**src/rtl/wallace_product_accumulator.sv**
```systemverilog
// Accumulates a group of 16-bit products into one sum/count/overflow result; result valid 1 cycle after the last beat.
// A held result blocks input until out_ready; in_ready depends only on state and clr, and all outputs come from flops.
module wallace_product_accumulator #(
   parameter int ACC_W = 24,
   parameter int CNT_W = 9
) (
   input  logic             clk,
   input  logic             rst,
   input  logic             clr,
   input  logic             in_valid,
   output logic             in_ready,
   input  logic [15:0]      in_product,
   input  logic             in_last,
   output logic             out_valid,
   input  logic             out_ready,
   output logic [ACC_W-1:0] out_sum,
   output logic [CNT_W-1:0] out_count,
   output logic             out_ovf
);

   typedef enum logic {
      ACCUM = 1'b0,
      HOLD  = 1'b1
   } state_t;

   state_t             state_q, state_d;
   logic [ACC_W-1:0]   acc_q, acc_d;
   logic [CNT_W-1:0]   cnt_q, cnt_d;
   logic               ovf_q, ovf_d;
   logic [ACC_W:0]     add_w;

   // One extra bit catches the carry out of the accumulator.
   assign add_w = {1'b0, acc_q} + {{(ACC_W + 1 - 16){1'b0}}, in_product};

   assign in_ready  = (state_q == ACCUM) && !clr;
   assign out_valid = (state_q == HOLD);
   assign out_sum   = acc_q;
   assign out_count = cnt_q;
   assign out_ovf   = ovf_q;

   always_comb begin
      state_d = state_q;
      acc_d   = acc_q;
      cnt_d   = cnt_q;
      ovf_d   = ovf_q;
      if (clr) begin
         state_d = ACCUM;
         acc_d   = '0;
         cnt_d   = '0;
         ovf_d   = 1'b0;
      end else begin
         unique case (state_q)
            ACCUM: begin
               if (in_valid) begin
                  acc_d = add_w[ACC_W-1:0];
                  ovf_d = ovf_q | add_w[ACC_W];
                  if (!(&cnt_q)) begin
                     cnt_d = cnt_q + 1'b1;
                  end
                  if (in_last) begin
                     state_d = HOLD;
                  end
               end
            end
            HOLD: begin
               if (out_ready) begin
                  state_d = ACCUM;
                  acc_d   = '0;
                  cnt_d   = '0;
                  ovf_d   = 1'b0;
               end
            end
            default: state_d = ACCUM;
         endcase
      end
   end

   always_ff @(posedge clk) begin
      if (rst) begin
         state_q <= ACCUM;
         acc_q   <= '0;
         cnt_q   <= '0;
         ovf_q   <= 1'b0;
      end else begin
         state_q <= state_d;
         acc_q   <= acc_d;
         cnt_q   <= cnt_d;
         ovf_q   <= ovf_d;
      end
   end

endmodule

```
**config.mk**
```make
export PLATFORM = sky130hd
export DESIGN_NAME = wallace_product_accumulator
export DESIGN_NICKNAME = d
export VERILOG_FILES = /design/src/rtl/wallace_product_accumulator.sv
export SDC_FILE = /design/constraint.sdc
export NUM_CORES = 1
export LEC_CHECK = 0
export CAP_MARGIN = 20
export CORE_MARGIN = 2
export CORE_UTILIZATION = 52
export DETAILED_ROUTE_END_ITERATION = 8
export PLACE_DENSITY = 0.86
export REMOVE_ABC_BUFFERS = 1
export SKIP_CTS_REPAIR_TIMING = 1
export SYNTH_ARGS = -nofsm -noshare
export SYNTH_HDL_FRONTEND = slang
export SYNTH_SLANG_ARGS = --single-unit
```
**constraint.sdc**
```tcl
create_clock -name clk -period 6.2 [get_ports clk]
set_input_delay 1.86 -clock clk [delete_from_list [all_inputs] [get_ports clk]]
set_output_delay 1.86 -clock clk [all_outputs]
set_load 0.005 [all_outputs]
```
==> flow_summary.toml, run 1 <==
[setup_path]
worstPathRequired_ns = 4.34
reg2reg_from = "out_sum[0]"
arrival_ns = 2.87
startpoint = "clr"
critPathMaxFanout = 2
startpoint_type = "input port"
cp-end-kind = "output port"
worst-setup-path-type = "input port to output port"

[placed_design]
place_ws_ns = 1.46
port_buffers = 57
dpl.hpwl_um = 3580
dp_cells = 342
placed_area_mm2 = 0.00269
gp_congestion = 0.899

[detailed_routing]
drtPass1Iterations = 4
wirelength_met1_um = 2100
wl_per_cell_um = 13.8
drc_errors = 0
wl_um = 4820
dr_total_vias = 1998
routed-wl-met2_um = 2350
met3_wirelength_um = 292
top_layer = "met4"
routed_via_density = 5.71
drt.antenna.violating_nets = 0
initialDrtViolationCount = 91

[yosys]
ys_seq_elements = 35
seq_area_frac_synth = 0.336
synth.distinct_cells = 42
synth_edf_count = 0
synth.avg_cell_area_um2 = 8.69
yosysWarnings = 0
synth_area_mm2 = 0.00208
yosys.area.top_type = "dfxtp_1"
synth_top_area_share = 0.336
synthFlopType = "dfxtp_1"
yosysMostFrequentCell = "dfxtp_1"
synthCells = 240
synthTopCellsByCount = "35 x dfxtp_1, 30 x nor2_1, 20 x a21oi_1"
synthArstFlopShare = 0
synth_area_leaders = "dfxtp_1 34%, ha_1 11%, nor2_1 5.4%, a21oi_1 4.8%, xnor2_1 4.6%"

[sta]
setup_viol = 0
skew_ns = 0.00762
rsz0062_at_grt = "false"
fin_ws_ns = 1.47
min_period_over_period = 0.763
slew_headroom = 0.480
fmax_mhz = 212
maxSlewViolCount = 0
tns_ns = 0
min_period_ns = 4.73
worst_slew_pin_slew_ns = 0.778
holdWs_ns = 0.471
finalHoldViolations = 0

[status]
status = "finished clean"

[clock_network]
cts_max_level = 2
cts_buffers = 5
insertion_delay_ns = 0.29
tritoncts = "built"
clock_sinks = 35
root_buffer = "clkbuf_8"
clock_path_buffers = 2
clk_pin_slew_ns = 0.07

[global_route]
antenna_found_initial = 0
grt_pass1_vias = 1776
grt_pass1_wl_um = 7620
grt_usage = 0.223
overflow = 0
grt_max_degree = 19

[finish]
drive_gt1_frac = 0.0533
final_nets = 340
diodes = 0
final_cell_area_mm2 = 0.00281
area_delta_synth_final_pct = 34.7
fin_util = 0.717
instances_no_fill = 350

[die]
die_x_um = 67.3
die_area_mm2 = 0.00453
core_mm2 = 0.00391
ios = 58
initial_utilization = 0.533
die_h_um = 67.3
rows = 23

[min_path]
worstHoldStart = "out_ovf"
min_path_type = "flop to flop"

[pwr]
ir_drop_uv = 125
power_mw = 0.552
p_leak_nw = 1.12
power_density_mw_per_mm2 = 197

[flow_run]
drv_cap = 0
==> layout by cell type, fill, tap and decap left out, types with 2 or more instances in the layout <==
master           Yosys  layout
nand4_1              8       8
dfxtp_1             35      35
o21a_1               2       2
or3_1                3       3
nor2_1              30      30
xor2_1              11      11
o21bai_1             2       2
nand3_1              8       8
a21oi_1             20      20
a22oi_1              7       7
a21o_1               6       6
nor2b_1              3       3
nand2_1             17      17
ha_1                18      18
nor3_1               4       4
nand2b_1             3       3
a22o_1               9       9
xnor2_1             11      11
o21ai_1              5       5
inv_1                3       3
a31o_1               2       2
and3_1               2       2
a31oi_1              3       3
a31o_2               2       2
clkdlybuf4s50_1      0      57
o21ai_0              6       6
o31ai_1              2       2
clkbuf_8             0       6
==> metal layers <==
layer	vias to the layer above	GRT usage
li1	997	-
met1	927	0.258
met2	65	0.392
met3	9	0.0583
met4	0	0.0842
met5	-	0
==> logic make-up after synthesis <==
family,share of synthesized area
AND/OR/NAND/NOR,0.187
AO/OA/AOI/OAI,0.242
flip-flops,0.336
XOR/XNOR,0.0924
adder cells (fa/ha/maj),0.118
buffers and inverters,0.0186
multiplexers,0.00660
==> path summary, 6_finish.rpt <==
| check | endpoint | slack, ns | depth (start not counted) |
|---|---|---|---|
| worst max-delay path | in_ready | 1.47 | 3 |
| worst min-delay path | out_ovf | 0.47 | 2 |
| worst max register to register | out_sum[14] | 3.97 | 9 |
| worst min register to register | out_ovf | 0.47 | 2 |
==> power breakdown <==
part           switching (mW)  total (mW)  internal [mW]  leakage, nW
sequential            0.00530       0.235          0.230        0.283
clock                  0.0846       0.215          0.130       0.0612
combinational          0.0496       0.102         0.0521        0.778
==> state kept, by name, summed over array words and instances, names as in the netlist <==
name / cells
out_count: 9
out_ovf: 1
out_sum: 24
out_valid: 1
==> critical path: stages <==
cell             delay [ns]
clkdlybuf4s50_1        0.41
nor2_1                 0.09
clkdlybuf4s50_1        0.51
==> area by class of cell <==
type | instances | area [µm²]
Tap cell | 50 | 62.6
Fill cell | 347 | 1110
Clock buffer | 6 | 82.6
Timing Repair Buffer | 57 | 571
Sequential cell | 35 | 701
Clock inverter | 2 | 35.0
Inverter | 3 | 11.3
Multi-Input combinational cell | 197 | 1350
No activity file was read; power rests on OpenSTA's default activity.
==> inputs of run 2 (changes only) <==
--- a/config.mk
+++ b/config.mk
@@ -7,9 +7,9 @@
 export LEC_CHECK = 0
 export CAP_MARGIN = 20
 export CORE_MARGIN = 2
-export CORE_UTILIZATION = 52
+export CORE_UTILIZATION = 43
 export DETAILED_ROUTE_END_ITERATION = 8
-export PLACE_DENSITY = 0.86
+export PLACE_DENSITY = 0.76
 export REMOVE_ABC_BUFFERS = 1
 export SKIP_CTS_REPAIR_TIMING = 1
 export SYNTH_ARGS = -nofsm -noshare
==> constraint.sdc (replaced) <==
create_clock -name clk -period 4.25 [get_ports clk]
set_input_delay 1.275 -clock clk [delete_from_list [all_inputs] [get_ports clk]]
set_output_delay 1.275 -clock clk [all_outputs]
set_load 0.005 [all_outputs]
==> run 2 against run 1 <==
  * Sequential power rose by 46%
  * Non-clock buffer count grew 2
  * Worst setup slack worse by 0.79 ns
  * Clock skew about the same
  * Hold slack better by 0.010 ns
  * Count of clock-buffer cells in the layout up 1
  * Global-route usage down 4.3 points
  * Critical path depth unchanged
  * Total power is 31% higher
  * Core utilization fell by 12 points
  * Critical path type unchanged
  * Critical endpoint unchanged
  * Largest cell class unchanged
  * Highest routed layer unchanged
==> flow_summary.toml, run 2 (synthesized netlist as in run 1, its figures left out) <==
[status]
status = "finished clean"

[clock_network]
clock_sinks = 35
insertion_delay_ns = 0.28
cts_max_level = 2
clk_pin_slew_ns = 0.07
clock_path_buffers = 2
root_buffer = "clkbuf_8"
tritoncts = "built"
cts_buffers = 5

[detailed_routing]
drt.antenna.violating_nets = 0
dr_total_vias = 1973
met3_wirelength_um = 243
drtPass1Iterations = 4
routed-wl-met2_um = 2080
drc_errors = 0
wl_per_cell_um = 12.8
wirelength_met1_um = 2180
wl_um = 4560
top_layer = "met4"
routed_via_density = 5.54
initialDrtViolationCount = 93

[finish]
drive_gt1_frac = 0.0530
area_delta_synth_final_pct = 33.9
largest_register_ffs = 24
final_nets = 342
mostFrequentLayoutCell = "clkdlybuf4s50_1"
final_cell_mix = "57 x clkdlybuf4s50_1, 35 x dfxtp_1, 30 x nor2_1"
diodes = 0

[setup_path]
r2r_end = "out_sum[14]"
regToRegSetupSlack_ns = 2.06
critPathMaxFanout = 2
cp-end-kind = "output port"
startpoint_type = "input port"
worstPathRequired_ns = 2.97
reg2reg_depth = 9
worst-setup-path-type = "input port to output port"
reg2reg_from = "out_sum[0]"
arrival_ns = 2.29

[global_route]
grt_max_degree = 13
grt_usage = 0.179
grt_pass1_wl_um = 7790
grt_pass1_vias = 1841
overflow = 0
antenna_found_initial = 0

[sta]
fmax_mhz = 280
min_period_ns = 3.57
rsz0062_at_grt = "false"
skew_ns = 0.00801
tns_ns = 0
fin_ws_ns = 0.683
worst_slew_pin_slew_ns = 0.740
min_period_over_period = 0.839
setup_viol = 0
finalHoldViolations = 0
maxSlewViolCount = 0
slew_headroom = 0.505

[min_path]
min_to = "out_ovf"
worstHoldStart = "out_ovf"
min_path_type = "flop to flop"
hold_depth = 2

[placed_design]
dpl.hpwl_um = 3500
place_ws_ns = 0.673
port_buffers = 57
gp_congestion = 0.772

[die]
initial_utilization = 0.444
rows = 25
die_area_mm2 = 0.00542
ios = 58
core_mm2 = 0.00469
die_x_um = 73.6
die_h_um = 73.6

[flow_run]
drv_cap = 0

[pwr]
ir_drop_uv = 155
p_leak_nw = 1.11
power_density_mw_per_mm2 = 260
[run 2: cell count changes in the layout (fill, tap and decap cells not counted), sizes merged]
cell    before  now
bufinv       1    0
buf          0    2
clkbuf       6    7
[run 2: worst max-delay path by stage]
stage                   from          end  slack (ns)  cells past startpoint
5_1_grt                  clr     in_ready        0.63                      3
6_report                 clr     in_ready        0.68                      3
4_1_cts                  clr     in_ready        0.67                      3
3_5_place_dp   in_product[0]  out_sum[14]        0.67                     10
2_1_floorplan  in_product[0]  out_sum[14]        1.25                      9
3_3_place_gp             clr     in_ready        0.70                      3
[run 2: critical path, cell delays in order]
cell             delay (ns)
clkdlybuf4s50_1        0.41
nor2_1                 0.10
clkdlybuf4s50_1        0.51
[run 2: layout make-up]
| class | instances | area (µm²) |
|---|---|---|
| fill | 433 | 1900 |
| sequential | 35 | 701 |
| multi-input combinational | 197 | 1350 |
| inverter | 3 | 11.3 |
| timing repair buffer | 59 | 586 |
| clock inverter | 1 | 5.00 |
| clock buffer | 7 | 76.3 |
| tap | 54 | 67.6 |
[run 2: per-layer routing]
layer,up-vias,track usage
met3,4,0.0425
met4,0,0.0586
met2,58,0.292
met5,-,0
met1,904,0.234
li1,1007,-
[run 2: power by group]
group          switching, mW  internal [mW]
sequential           0.00736          0.336
clock                  0.119          0.115
combinational         0.0713         0.0772
[run 2: per-stage QoR]
step / util / total power [mW] / hold slack (ns) / std cells / area (µm²)
2_1_floorplan: - / 0.442 / 0.461 / 235 / 2060
3_3_place_gp: 0.578 / 0.497 / 0.457 / 348 / 2710
3_5_place_dp: 0.578 / 0.498 / 0.470 / 348 / 2710
4_1_cts: 0.595 / 0.731 / 0.486 / 356 / 2790
5_1_grt: 0.595 / 0.760 / 0.512 / 356 / 2790
6_report: 0.595 / 0.725 / 0.481 / 356 / 2790
==> inputs of run 3 (changes only) <==
--- a/config.mk
+++ b/config.mk
@@ -7,9 +7,9 @@
 export LEC_CHECK = 0
 export CAP_MARGIN = 20
 export CORE_MARGIN = 2
-export CORE_UTILIZATION = 43
+export CORE_UTILIZATION = 48
 export DETAILED_ROUTE_END_ITERATION = 8
-export PLACE_DENSITY = 0.76
+export PLACE_DENSITY = 0.8
 export REMOVE_ABC_BUFFERS = 1
 export SKIP_CTS_REPAIR_TIMING = 1
 export SYNTH_ARGS = -nofsm -noshare
==> constraint.sdc (replaced) <==
create_clock -name clk -period 3.35 [get_ports clk]
set_input_delay 1.005 -clock clk [delete_from_list [all_inputs] [get_ports clk]]
set_output_delay 1.005 -clock clk [all_outputs]
set_load 0.005 [all_outputs]
==> run 3 against run 2 <==
  * First-iteration DRC count is 43% higher
  * Sequential power is 27% higher
  * Critical path type unchanged
  * Combinational power is 32% higher
  * Core utilization is 9.7 points higher
  * Register-to-register slack worse by 0.92 ns
  * Total power is 29% higher
  * Final area is 1.3% higher
  * Largest power group unchanged
  * Clock skew is 0.0023 ns lower
  * Hold slack worse by 0.0051 ns
  * Worst setup slack worse by 0.37 ns
==> flow_summary.toml, run 3 (synthesized netlist as in run 1, its figures left out) <==
[setup_path]
slowest_delay_ns = 0.50
critical_path_cell_count = 3
critPathMaxFanout = 2
arrival_ns = 2.03
cp_num_buf_inv = 2
startpoint_type = "input port"
cp_top_family = "buffers and inverters"
crit_path_frequent_cell = "clkdlybuf4s50_1"
reg2reg_depth = 9
worst-setup-path-type = "input port to output port"
cp-end-kind = "output port"
worstPathRequired_ns = 2.34
cp_slowest_cell = "clkdlybuf4s50_1"
path_cells = "clkdlybuf4s50_1 > nor2_1 > clkdlybuf4s50_1"

[placed_design]
placed_area_mm2 = 0.00274
port_buffers = 57
dpl.hpwl_um = 3600
gp_congestion = 0.877

[finish]
final_nets = 347
multi_input_area_mm2 = 0.00135
area_delta_synth_final_pct = 35.7
nFillCells = 353
diodes = 0
seqCellArea_um2 = 701
largest_register_ffs = 24
final_cell_mix = "57 x clkdlybuf4s50_1, 35 x dfxtp_1, 30 x nor2_1"
drive_gt1_frac = 0.0717
mostFrequentLayoutCell = "clkdlybuf4s50_1"
final_cell_area_mm2 = 0.00283

[sta]
tns_ns = 0
rsz0062_at_grt = "false"
min_period_over_period = 0.905
fmax_mhz = 330
setup_viol = 0
finalHoldViolations = 0
slew_headroom = 0.508
maxSlewViolCount = 0
worst_slew_pin_slew_ns = 0.735
skew_ns = 0.00575
min_period_ns = 3.03

[global_route]
grt_pass1_vias = 1839
grt_max_degree = 12
antenna_found_initial = 0
grt_usage = 0.202
grt_pass1_wl_um = 8250
overflow = 0

[min_path]
min_path_type = "flop to flop"
hold_depth = 2

[pwr]
power_density_mw_per_mm2 = 330
ir_drop_uv = 264
p_leak_nw = 1.14

[clock_network]
insertion_delay_ns = 0.29
tritoncts = "built"
clock_path_buffers = 2
cts_max_level = 2
clk_pin_slew_ns = 0.07
root_buffer = "clkbuf_8"
clock_sinks = 35
cts_buffers = 5

[detailed_routing]
wl_per_cell_um = 13.6
drtPass1Iterations = 6
drc_errors = 0
wl_um = 4860
routed_via_density = 5.55
initialDrtViolationCount = 133
dr_total_vias = 1980
drt.antenna.violating_nets = 0

[die]
die_h_um = 69.9
rows = 23
die_area_mm2 = 0.00489
initial_utilization = 0.510
die_x_um = 69.9
ios = 58
core_mm2 = 0.00409

[flow_run]
drv_cap = 0

[status]
status = "finished clean"
run 3: final timing paths:
check	start	endpoint	slack [ns]
setup reg to reg	out_sum[0]	out_sum[22]	1.14
hold / removal	out_ovf	out_ovf	0.48
setup / recovery	clr	in_ready	0.32
hold reg to reg	out_ovf	out_ovf	0.48
run 3: area by class of cell:
type | count | area share
clock buffer | 6 | 0.0257
clock inverter | 2 | 0.00442
inverter | 3 | 0.00398
multi-input combinational | 197 | 0.476
sequential | 35 | 0.248
tap | 50 | 0.0221
timing repair buffer | 64 | 0.220
run 3: where the power goes:
| part | leakage [nW] | total [mW] | internal, mW | switching (mW) |
|---|---|---|---|---|
| clock network | 0.0412 | 0.302 | 0.145 | 0.157 |
| logic | 0.811 | 0.196 | 0.102 | 0.0938 |
| registers | 0.283 | 0.436 | 0.426 | 0.00979 |
| total | 1.14 | 0.934 | 0.673 | 0.260 |
run 3: tightest hold or removal path, stage by stage (launching register included):
cell and delay [ns]:
dfxtp_1 0.33, a31oi_1 0.04, nor2_1 0.07
run 3: stage by stage:
| stage | std cells | setup slack [ns] | utilization | hold slack, ns | total power, mW |
|---|---|---|---|---|---|
| after detailed placement | 349 | 0.0687 | 0.671 | 0.469 | 0.639 |
| after CTS | 357 | 0.304 | 0.692 | 0.487 | 0.940 |
| after floorplan | 235 | 0.619 | - | 0.461 | 0.560 |
| after global routing | 357 | 0.203 | 0.692 | 0.512 | 0.979 |
| after global placement | 349 | 0.116 | 0.671 | 0.463 | 0.635 |
| final | 357 | 0.318 | 0.692 | 0.476 | 0.934 |
run 3: per-layer routing:
layer	part of all wire	up-vias	track usage
met5	0	-	0
met4	0.012	0	0.0577
met3	0.047	8	0.0505
met2	0.48	47	0.337
met1	0.46	918	0.258
li1	-	1007	-
